--- src/rtl/rv32i_idex_pkg.sv ---
// rv32i_idex_pkg: shared widths, ALU/forwarding/write-back select codes for the ID/EX stage.
package rv32i_idex_pkg;

    localparam int WORD_WTH     = 32;
    localparam int ADDR_WTH     = 32;
    localparam int REG_INX_WTH  = 5;
    localparam int ALU_OP_WTH   = 5;
    localparam int WB_MUX_WTH   = 2;
    localparam int FORW_MUX_WTH = 2;

    localparam logic [ALU_OP_WTH-1:0] ALU_ADD  = 5'b00000;
    localparam logic [ALU_OP_WTH-1:0] ALU_SUB  = 5'b00001;
    localparam logic [ALU_OP_WTH-1:0] ALU_AND  = 5'b00010;
    localparam logic [ALU_OP_WTH-1:0] ALU_OR   = 5'b00011;
    localparam logic [ALU_OP_WTH-1:0] ALU_XOR  = 5'b00100;

    localparam logic [FORW_MUX_WTH-1:0] FWD_REG   = 2'b00;
    localparam logic [FORW_MUX_WTH-1:0] FWD_EXMEM = 2'b01;
    localparam logic [FORW_MUX_WTH-1:0] FWD_MEMWB = 2'b10;

    localparam logic [WB_MUX_WTH-1:0] WB_ALU = 2'b00;
    localparam logic [WB_MUX_WTH-1:0] WB_MEM = 2'b01;
    localparam logic [WB_MUX_WTH-1:0] WB_PC4 = 2'b10;

    // x0 is hardwired to zero, so a producer targeting it never forwards
    function automatic logic fwd_hit(input logic we, input logic [REG_INX_WTH-1:0] rd,
                                     input logic [REG_INX_WTH-1:0] idx);
        return we && (rd == idx) && (idx != '0);
    endfunction

endpackage

--- src/rtl/rv32i_idex_stage_fwd.sv ---
// rv32i_fwd_mux: picks the forwarding source for one operand; EX/MEM beats MEM/WB.
import rv32i_idex_pkg::*;

module rv32i_fwd_mux #(
    parameter int W = WORD_WTH,
    parameter int R = REG_INX_WTH
) (
    input  logic [R-1:0]            i_idx,
    input  logic [R-1:0]            i_exmem_rd,
    input  logic                    i_exmem_we,
    input  logic [W-1:0]            i_exmem_res,
    input  logic [R-1:0]            i_memwb_rd,
    input  logic                    i_memwb_we,
    input  logic [W-1:0]            i_memwb_res,
    output logic [FORW_MUX_WTH-1:0] o_sel,
    output logic [W-1:0]            o_data
);

    always_comb begin
        o_sel  = fwd_hit(i_exmem_we, i_exmem_rd, i_idx) ? FWD_EXMEM :
                 fwd_hit(i_memwb_we, i_memwb_rd, i_idx) ? FWD_MEMWB : FWD_REG;
        o_data = (o_sel == FWD_EXMEM) ? i_exmem_res : i_memwb_res;
    end

endmodule

--- src/rtl/rv32i_idex_stage.sv ---
// rv32i_idex_stage: ID/EX pipeline register with RAW forwarding, operand select
// and load-use stall detection feeding the execute ALU.
import rv32i_idex_pkg::*;

module rv32i_idex_stage #(
    parameter int WORD_WTH_P    = WORD_WTH,
    parameter int ADDR_WTH_P    = ADDR_WTH,
    parameter int REG_INX_WTH_P = REG_INX_WTH,
    parameter int ALU_OP_WTH_P  = ALU_OP_WTH,
    parameter int WB_MUX_WTH_P  = WB_MUX_WTH
) (
    input  logic                     clk_i,
    input  logic                     rst_n_i,
    input  logic                     id_valid_i,
    input  logic [ADDR_WTH_P-1:0]    id_pc_i,
    input  logic [WORD_WTH_P-1:0]    id_rs1_data_i,
    input  logic [WORD_WTH_P-1:0]    id_rs2_data_i,
    input  logic [WORD_WTH_P-1:0]    id_imm_i,
    input  logic [REG_INX_WTH_P-1:0] id_rs1_idx_i,
    input  logic [REG_INX_WTH_P-1:0] id_rs2_idx_i,
    input  logic [REG_INX_WTH_P-1:0] id_rd_idx_i,
    input  logic                     id_rd_we_i,
    input  logic                     id_is_load_i,
    input  logic                     id_op1_pc_i,
    input  logic                     id_op2_imm_i,
    input  logic [ALU_OP_WTH_P-1:0]  id_alu_op_i,
    input  logic [WB_MUX_WTH_P-1:0]  id_wb_sel_i,
    input  logic                     flush_i,
    input  logic [REG_INX_WTH_P-1:0] exmem_rd_idx_i,
    input  logic                     exmem_rd_we_i,
    input  logic [WORD_WTH_P-1:0]    exmem_res_i,
    input  logic [REG_INX_WTH_P-1:0] memwb_rd_idx_i,
    input  logic                     memwb_rd_we_i,
    input  logic [WORD_WTH_P-1:0]    memwb_res_i,
    output logic                     id_stall_o,
    output logic                     ex_valid_o,
    output logic [WORD_WTH_P-1:0]    alu_data1_o,
    output logic [WORD_WTH_P-1:0]    alu_data2_o,
    output logic [ALU_OP_WTH_P-1:0]  alu_opcode_o,
    output logic [WORD_WTH_P-1:0]    ex_store_data_o,
    output logic [ADDR_WTH_P-1:0]    ex_pc_o,
    output logic [WORD_WTH_P-1:0]    ex_imm_o,
    output logic [REG_INX_WTH_P-1:0] ex_rd_idx_o,
    output logic                     ex_rd_we_o,
    output logic                     ex_is_load_o,
    output logic [WB_MUX_WTH_P-1:0]  ex_wb_sel_o
);

    logic                     r_valid;
    logic [ADDR_WTH_P-1:0]    r_pc;
    logic [WORD_WTH_P-1:0]    r_rs1_data;
    logic [WORD_WTH_P-1:0]    r_rs2_data;
    logic [WORD_WTH_P-1:0]    r_imm;
    logic [REG_INX_WTH_P-1:0] r_rs1_idx;
    logic [REG_INX_WTH_P-1:0] r_rs2_idx;
    logic [REG_INX_WTH_P-1:0] r_rd_idx;
    logic                     r_rd_we;
    logic                     r_is_load;
    logic                     r_op1_pc;
    logic                     r_op2_imm;
    logic [ALU_OP_WTH_P-1:0]  r_alu_op;
    logic [WB_MUX_WTH_P-1:0]  r_wb_sel;

    logic                     w_load_use;
    logic [FORW_MUX_WTH-1:0]  w_sel1;
    logic [FORW_MUX_WTH-1:0]  w_sel2;
    logic [WORD_WTH_P-1:0]    w_byp1;
    logic [WORD_WTH_P-1:0]    w_byp2;
    logic [WORD_WTH_P-1:0]    w_rs1_fwd;
    logic [WORD_WTH_P-1:0]    w_rs2_fwd;

    assign w_load_use = r_is_load && r_valid && r_rd_we && (r_rd_idx != '0) && id_valid_i &&
                        ((r_rd_idx == id_rs1_idx_i) || (r_rd_idx == id_rs2_idx_i));
    assign id_stall_o = w_load_use && !flush_i;

    always_ff @(posedge clk_i or negedge rst_n_i) begin
        if (!rst_n_i) begin
            r_valid    <= 1'b0;
            r_pc       <= '0;
            r_rs1_data <= '0;
            r_rs2_data <= '0;
            r_imm      <= '0;
            r_rs1_idx  <= '0;
            r_rs2_idx  <= '0;
            r_rd_idx   <= '0;
            r_rd_we    <= 1'b0;
            r_is_load  <= 1'b0;
            r_op1_pc   <= 1'b0;
            r_op2_imm  <= 1'b0;
            r_alu_op   <= ALU_ADD;
            r_wb_sel   <= '0;
        end else if (flush_i || w_load_use) begin
            // bubble: only the qualifying controls matter, datapath keeps stale values
            r_valid    <= 1'b0;
            r_rd_we    <= 1'b0;
            r_is_load  <= 1'b0;
        end else begin
            r_valid    <= id_valid_i;
            r_pc       <= id_pc_i;
            r_rs1_data <= id_rs1_data_i;
            r_rs2_data <= id_rs2_data_i;
            r_imm      <= id_imm_i;
            r_rs1_idx  <= id_rs1_idx_i;
            r_rs2_idx  <= id_rs2_idx_i;
            r_rd_idx   <= id_rd_idx_i;
            r_rd_we    <= id_rd_we_i && id_valid_i;
            r_is_load  <= id_is_load_i;
            r_op1_pc   <= id_op1_pc_i;
            r_op2_imm  <= id_op2_imm_i;
            r_alu_op   <= id_alu_op_i;
            r_wb_sel   <= id_wb_sel_i;
        end
    end

    rv32i_fwd_mux #(.W(WORD_WTH_P), .R(REG_INX_WTH_P)) u_fwd1 (
        .i_idx       (r_rs1_idx),
        .i_exmem_rd  (exmem_rd_idx_i),
        .i_exmem_we  (exmem_rd_we_i),
        .i_exmem_res (exmem_res_i),
        .i_memwb_rd  (memwb_rd_idx_i),
        .i_memwb_we  (memwb_rd_we_i),
        .i_memwb_res (memwb_res_i),
        .o_sel       (w_sel1),
        .o_data      (w_byp1)
    );

    rv32i_fwd_mux #(.W(WORD_WTH_P), .R(REG_INX_WTH_P)) u_fwd2 (
        .i_idx       (r_rs2_idx),
        .i_exmem_rd  (exmem_rd_idx_i),
        .i_exmem_we  (exmem_rd_we_i),
        .i_exmem_res (exmem_res_i),
        .i_memwb_rd  (memwb_rd_idx_i),
        .i_memwb_we  (memwb_rd_we_i),
        .i_memwb_res (memwb_res_i),
        .o_sel       (w_sel2),
        .o_data      (w_byp2)
    );

    always_comb begin
        w_rs1_fwd       = (w_sel1 == FWD_REG) ? r_rs1_data : w_byp1;
        w_rs2_fwd       = (w_sel2 == FWD_REG) ? r_rs2_data : w_byp2;
        alu_data1_o     = r_op1_pc ? WORD_WTH_P'(r_pc) : w_rs1_fwd;
        alu_data2_o     = r_op2_imm ? r_imm : w_rs2_fwd;
        ex_store_data_o = w_rs2_fwd;
    end

    assign ex_valid_o   = r_valid;
    assign alu_opcode_o = r_alu_op;
    assign ex_pc_o      = r_pc;
    assign ex_imm_o     = r_imm;
    assign ex_rd_idx_o  = r_rd_idx;
    assign ex_rd_we_o   = r_rd_we;
    assign ex_is_load_o = r_is_load;
    assign ex_wb_sel_o  = r_wb_sel;

endmodule

--- config.mk ---
export PLATFORM = sky130hd
export DESIGN_NAME = rv32i_idex_stage
export DESIGN_NICKNAME = d
export VERILOG_FILES = /design/src/rtl/rv32i_idex_pkg.sv /design/src/rtl/rv32i_idex_stage_fwd.sv /design/src/rtl/rv32i_idex_stage.sv
export SDC_FILE = /design/constraint.sdc
export NUM_CORES = 1
export LEC_CHECK = 0
export BUFFER_PORTS_ARGS = -buffer_cell sky130_fd_sc_hd__buf_2
export CORE_MARGIN = 10
export CORE_UTILIZATION = 40
export DETAILED_ROUTE_END_ITERATION = 12
export GPL_TIMING_DRIVEN = 0
export PLACE_DENSITY_LB_ADDON = 0.2
export SLEW_MARGIN = 20
export SYNTH_ARGS = -nofsm -noshare
export SYNTH_HDL_FRONTEND = slang
export SYNTH_HIERARCHICAL = 1
export SYNTH_SLANG_ARGS = --single-unit
--- constraint.sdc ---
create_clock -name clk_i -period 7 [get_ports clk_i]
set_input_delay 0.7 -clock clk_i [delete_from_list [all_inputs] [get_ports clk_i]]
set_output_delay 0.7 -clock clk_i [all_outputs]
set_load 0.1 [all_outputs]
== Word level (Yosys, flattened, before mapping) ==
Cells that the tools add are included.

* $add $sub $neg: 0
* Multiply operators: 0
* Div/mod/pow operators: 0
* Order comparisons: 0
* Eq/ne operators: 8
* Shift operators: 0
* Muxes and demuxes: 13
* Bitwise logic cells: 0
* Reduce and logical (&&, ||, !) cells: 23

{| class="wikitable"
|+ Operator list
! cell !! number
|-
| 32-bit 2-to-1 mux || 6
|-
| 5-bit == test || 6
|-
| 1-bit logical AND || 15
|-
| 5-bit nonzero test || 3
|-
| 2-bit 2-to-1 mux || 4
|-
| 2-bit by 1-bit == test with 1-bit output (second input constant) || 2
|-
| 2-bit logical NOT || 2
|-
| 1-bit 2-to-1 mux || 3
|-
| 1-bit logical OR || 2
|-
| 1-bit logical NOT || 1
|}

* Register bits after elaboration: 155
* Latch bits: 0
* RAM bits: 0
* ROM bits: 0
* Input bits: 234
* Memories kept: 0

== Depth between registers and ports, before layout ==
* Depth after elaboration: 9
* Depth in mapped cells: 9
* Mapped depth without buffers: 7

== Hierarchy ==
Netlist, hierarchy kept.

{| class="wikitable"
|+ Modules (own cells, without submodules)
! module !! times used !! cells each !! area an instance (um^2) !! seq. area each (um^2)
|-
| rv32i_idex_stage || 1 || 1273 || 11623.6 || 3878.7
|-
| rv32i_fwd_mux || 2 || 52 || 644.4 || 0.0
|}

== Worst setup path before layout ==
Ideal clock, no wire load.

* Path type: input -> output
* Start: input exmem_rd_idx_i[2]
* End: output alu_data1_o[10]
* Data arrival time: 4.411 ns
* Setup slack: 1.889 ns
* Stages: 9
* Buffers on the path: 2
* Cells stage by stage: xnor2_1 nand4_1 nor4_4 buf_6 nor4_1 nor2_1 buf_2 mux2i_1 o21ai_0

* Cells in the longest elaborated chain, start to end: 8

{| class="wikitable"
|+ RTL lines
! element !! line !! text
|-
| start, declared || rv32i_idex_stage.sv:29 || <nowiki>input logic [REG_INX_WTH_P-1:0] exmem_rd_idx_i,</nowiki>
|-
| 5-bit == test (*) || rv32i_idex_pkg.sv:28 || <nowiki>return we && (rd == idx) && (idx != '0);</nowiki>
|-
| 1-bit logical AND (*) (2 in a row) || rv32i_idex_pkg.sv:28 ||
|-
| 2-bit 2-to-1 mux (*) || rv32i_idex_stage_fwd.sv:20 || <nowiki>o_sel = fwd_hit(i_exmem_we, i_exmem_rd, i_idx) ? FWD_EXMEM :</nowiki>
|-
| named net w_sel1[0] || rv32i_idex_stage.sv:65 || <nowiki>logic [FORW_MUX_WTH-1:0] w_sel1;</nowiki>
|-
| 2-bit by 1-bit == test with 1-bit output || rv32i_idex_stage_fwd.sv:22 || <nowiki>o_data = (o_sel == FWD_EXMEM) ? i_exmem_res : i_memwb_res;</nowiki>
|-
| 32-bit 2-to-1 mux || rv32i_idex_stage_fwd.sv:22 ||
|-
| 32-bit 2-to-1 mux (*) || rv32i_idex_stage.sv:140 || <nowiki>w_rs1_fwd = (w_sel1 == FWD_REG) ? r_rs1_data : w_byp1;</nowiki>
|-
| 32-bit 2-to-1 mux (*) || rv32i_idex_stage.sv:142 || <nowiki>alu_data1_o = r_op1_pc ? WORD_WTH_P'(r_pc) : w_rs1_fwd;</nowiki>
|-
| end, declared || rv32i_idex_stage.sv:37 || <nowiki>output logic [WORD_WTH_P-1:0] alu_data1_o,</nowiki>
|}

Mark *: on every way through the listed nets, which the timed path passes. The rest lies on a longest branch.

== Worst setup path after layout ==
* Start: register r_rs2_idx[0]
* End: output alu_data2_o[2]

{| class="wikitable"
|+ RTL lines
! element !! line !! text
|-
| start, declared || rv32i_idex_stage.sv:55 || <nowiki>logic [REG_INX_WTH_P-1:0] r_rs2_idx;</nowiki>
|-
| start signal, assigned || rv32i_idex_stage.sv:104 || <nowiki>r_rs2_idx <= id_rs2_idx_i;</nowiki>
|-
| 5-bit == test || rv32i_idex_pkg.sv:28 ||
|-
| 1-bit logical AND || rv32i_idex_pkg.sv:28 ||
|-
| 1-bit logical AND (*) || rv32i_idex_pkg.sv:28 ||
|-
| 2-bit 2-to-1 mux (*) || rv32i_idex_stage_fwd.sv:20 ||
|-
| named net w_sel2[0] || rv32i_idex_stage.sv:66 || <nowiki>logic [FORW_MUX_WTH-1:0] w_sel2;</nowiki>
|-
| 2-bit by 1-bit == test with 1-bit output || rv32i_idex_stage_fwd.sv:22 ||
|-
| 32-bit 2-to-1 mux || rv32i_idex_stage_fwd.sv:22 ||
|-
| 32-bit 2-to-1 mux (*) || rv32i_idex_stage.sv:141 || <nowiki>w_rs2_fwd = (w_sel2 == FWD_REG) ? r_rs2_data : w_byp2;</nowiki>
|-
| 32-bit 2-to-1 mux (*) || rv32i_idex_stage.sv:143 || <nowiki>alu_data2_o = r_op2_imm ? r_imm : w_rs2_fwd;</nowiki>
|-
| end, declared || rv32i_idex_stage.sv:38 || <nowiki>output logic [WORD_WTH_P-1:0] alu_data2_o,</nowiki>
|}

Marks and branches as above.

==> flow_summary_export.csv <==
group,metric,value,unit
outcome,status,"finished clean",
critical_path,crit_path_max_incr_delay,0.70,ns
clocking,cts_resized,0,
timing,finalSetupTns,0,ns
critical_path,crit_path_frequent_cell,"mux2_2",
timing,maxSlewHeadroom,28.1,%
yosys,ys_async_sr_fraction,100,%
detailed_routing,ant_nets,0,
clocking,clkTransAtPathRegs,0.08,ns
floorplanning,initial_core_util,40.7,%
floorplanning,rows,65,
timing,hold_violations,0,
clocking,cts_setup_buffers,0,
clocking,clk-insertion-delay-late,0.45,ns
critical_path,critPathKind,"reg2out",
detailed_routing,first_pass_iters,6,
placed_design,routabilityCongestion,0.943,
yosys,syn-cell-area,12900,µm²
final_layout,final_area,16100,µm²
critical_path,crit_path_start,"r_rs2_idx[0]$_DFFE_PN0N_",
detailed_routing,drcViolationCount,0,
critical_path,path_max_fanout,10,
yosys,synth_warnings,6,
detailed_routing,vias,13906,
detailed_routing,vias_per_cell,6.24,
clocking,clockBufferDepth,2,
worst_hold_path,hold_class,"in2async",
critical_path,cp-start-kind,"flop",
global_route,grt_pass1_vias,14041,
global_route,track_usage,28.7,%
global_route,grt_max_degree,88,
global_route,overflow,0,
clocking,cts_inserted_buffers,17,
yosys,syn_nets,1611,
timing,min_period_over_period,73.2,%
final_layout,multi_input_area,8220,µm²
global_route,grt_pass1_wl,87100,µm
floorplanning,die_w,200,µm
final_layout,drive_gt1_share,38.4,%
floorplanning,die-area,39900,µm²
critical_path,crit_chain,"xnor2_1, nand4_1, nor4_4, buf_6, nor4_1, nor2_1, clkbuf_1, mux2_2, mux2_2, buf_2",
global_route,antenna_found_initial,10,
timing,fmax,0.195,GHz
clocking,cts_tree,"done",
timing,slew_viol_final,0,
yosys,synth_ff_type,"dfrtp_1",
timing,setup_viol,0,
yosys,ys_types,32,
detailed_routing,routedWlPerCell,26.6,µm
timing,hold-worst-slack,0.217,ns
yosys,yosysTopAreaCellShare,30.0,%
yosys,seq_area_frac_synth,30.0,%
power,ir_worst_vdd,0.200,mV
critical_path,crit_family,"simple AND/OR/NAND/NOR gates",
yosys,syn-instance-count,1377,
timing,tightest_slew,1.08,ns
critical_path,required,6.30,ns
clocking,postCtsHoldBufs,0,
placed_design,dp_hpwl,45300,µm
clocking,cts-root-buf,"clkbuf_16",
flow_run,maxCapViolCount,0,
yosys,avgSynthCellArea,9.38,µm²
clocking,htree_levels,4,
critical_path,worst_setup_path_end_kind,"output pin",
clocking,clock_sinks,155,
final_layout,layout.nets,2039,
yosys,synth_edf_count,0,
detailed_routing,drt_first_iter_violations,1245,
final_layout,ff_latch_area,3880,µm²
yosys,ys_seq_elements,155,
placed_design,portBuffers,408,
power,p_per_area,272,nW/µm²
timing,period_minus_slack,5.13,ns
critical_path,r2r-start,"ex_rd_idx_o[0]$_DFFE_PN0N_",
floorplanning,coreArea,31700,µm²
detailed_routing,wl,59400,µm
floorplanning,die_h,200,µm
final_layout,fill_cells,3048,
critical_path,timing.critical_path.arrival,4.43,ns
placed_design,place_area,15500,µm²
floorplanning,io_pins,410,
timing,skew,0.0215,ns
critical_path,slowest_stage,"nor4_4",
yosys,yosys.area.top_type,"dfrtp_1",
final_layout,syn_to_final_growth,24.8,%
yosys,post_synth_main_area_contributors,"dfrtp_1 30%, o221ai_1 10%, a22oi_1 8.8%",
power,p_leak,0.00644,µW
critical_path,worstPathBufferInverterCount,3,
timing,grt_setup_unrepaired,"no",
## worst paths after layout
path	end	slack [ns]	cells past startpoint
setup / recovery	alu_data2_o[2]	1.87	10
hold / removal	r_rs1_data[5]$_DFFE_PN0N_	0.22	1
setup reg to reg	r_rs2_data[29]$_DFFE_PN0N_	4.54	7
hold reg to reg	r_rs2_data[5]$_DFFE_PN0N_	0.56	2
max in group asynchronous	r_rs1_idx[4]$_DFFE_PN0N_	5.89	2
min in group clk_i	ex_is_load_o$_DFF_PN0_	0.48	3
## state kept, by name, summed over array words and instances (netlist names)
| register | flops |
|---|---|
| ex_valid_o | 1 |
| r_op2_imm | 1 |
| r_rs2_data | 32 |
| ex_is_load_o | 1 |
| ex_wb_sel_o | 2 |
| r_rs1_idx | 5 |
| r_rs2_idx | 5 |
| ex_rd_idx_o | 5 |
| r_rs1_data | 32 |
| ex_imm_o | 32 |
| ex_pc_o | 32 |
| ex_rd_we_o | 1 |
| r_op1_pc | 1 |
| alu_opcode_o | 5 |
## worst reg2reg max path: stages (launching register included)
cell	delay (ns)
dfrtp_1	0.49
nor3_1	0.32
a21o_1	0.16
buf_2	0.31
buf_2	0.39
buf_1	0.44
a22oi_1	0.16
o211ai_2	0.10
## placed cells by master, fill, tap and decap left out, drive strengths merged
master    count
buf         466
nand2       189
dfrtp       155
nor2b       152
o221ai      152
a22oi       152
o211ai      152
clkbuf      135
mux2        128
mux2i        32
o21ai        32
xnor2        26
diode         8
inv           6
nand4         5
nor2          5
clkinvlp      4
xor2          4
clkinv        4
nor4          4
a211oi        3
nand3         2
nor3          2
bufinv        2
or4           2
o22a          1
a21o          1
o22ai         1
a21oi         1
## routing by layer
metal	share of wire (%)	GRT usage (%)	vias up	routed length (µm)
li1	-	-	6193	-
met1	40	36.3	6864	23900
met2	46	45.5	735	27500
met3	9.8	7.47	106	5820
met4	3.6	11.6	8	2150
met5	0.083	0	-	49
## where the power goes
part | leakage [µW] | internal (µW) | switching, µW
Clock | 0.000283 | 544 | 455
Sequential | 0.00174 | 999 | 128
Combinational | 0.00442 | 476 | 1780
Total | 0.00644 | 2020 | 2370
## synthesized netlist by cell type, types with 32 or more instances
cell,n
nand2_1,187
dfrtp_1,155
a22oi_1,152
nor2b_1,152
o221ai_1,152
clkbuf_1,117
o211ai_1,82
mux2_2,72
o211ai_2,70
mux2_4,56
buf_2,39
mux2i_1,32
o21ai_0,32
## cells by family after synthesis
kind of cell,after synthesis,share of synthesized area (%)
muxes,160,15.3
buffers and inverters,176,6.31
xor gates and xnor gates,30,2.03
DFF,155,30.0
and+or+nand+nor,361,14.0
AOI/OAI and AO/OA,495,32.3
## stage by stage
stage | worst slack, ns | power [µW] | cells | util, %
floorplan | 1.89 | 2840 | 1377 | -
global placement | 1.93 | 3370 | 2187 | 48.7
detailed placement | 1.95 | 3380 | 2188 | 48.9
CTS | 1.85 | 4370 | 2220 | 50.7
global route | 1.65 | 4520 | 2222 | 50.8
finish | 1.87 | 4390 | 2228 | 50.8
## layout make-up
| type | count | share of cell area [%] |
|---|---|---|
| repair buffers | 409 | 12.9 |
| clock buffers | 18 | 2.73 |
| clock inverters | 14 | 1.00 |
| flip-flops and latches | 155 | 24.1 |
| diodes | 8 | 0.124 |
| plain buffers | 174 | 5.01 |
| well taps | 402 | 3.12 |
| multi-input cells | 1046 | 51.0 |
| inverters | 2 | 0.0466 |
Power figures use the tool's default switching activity.
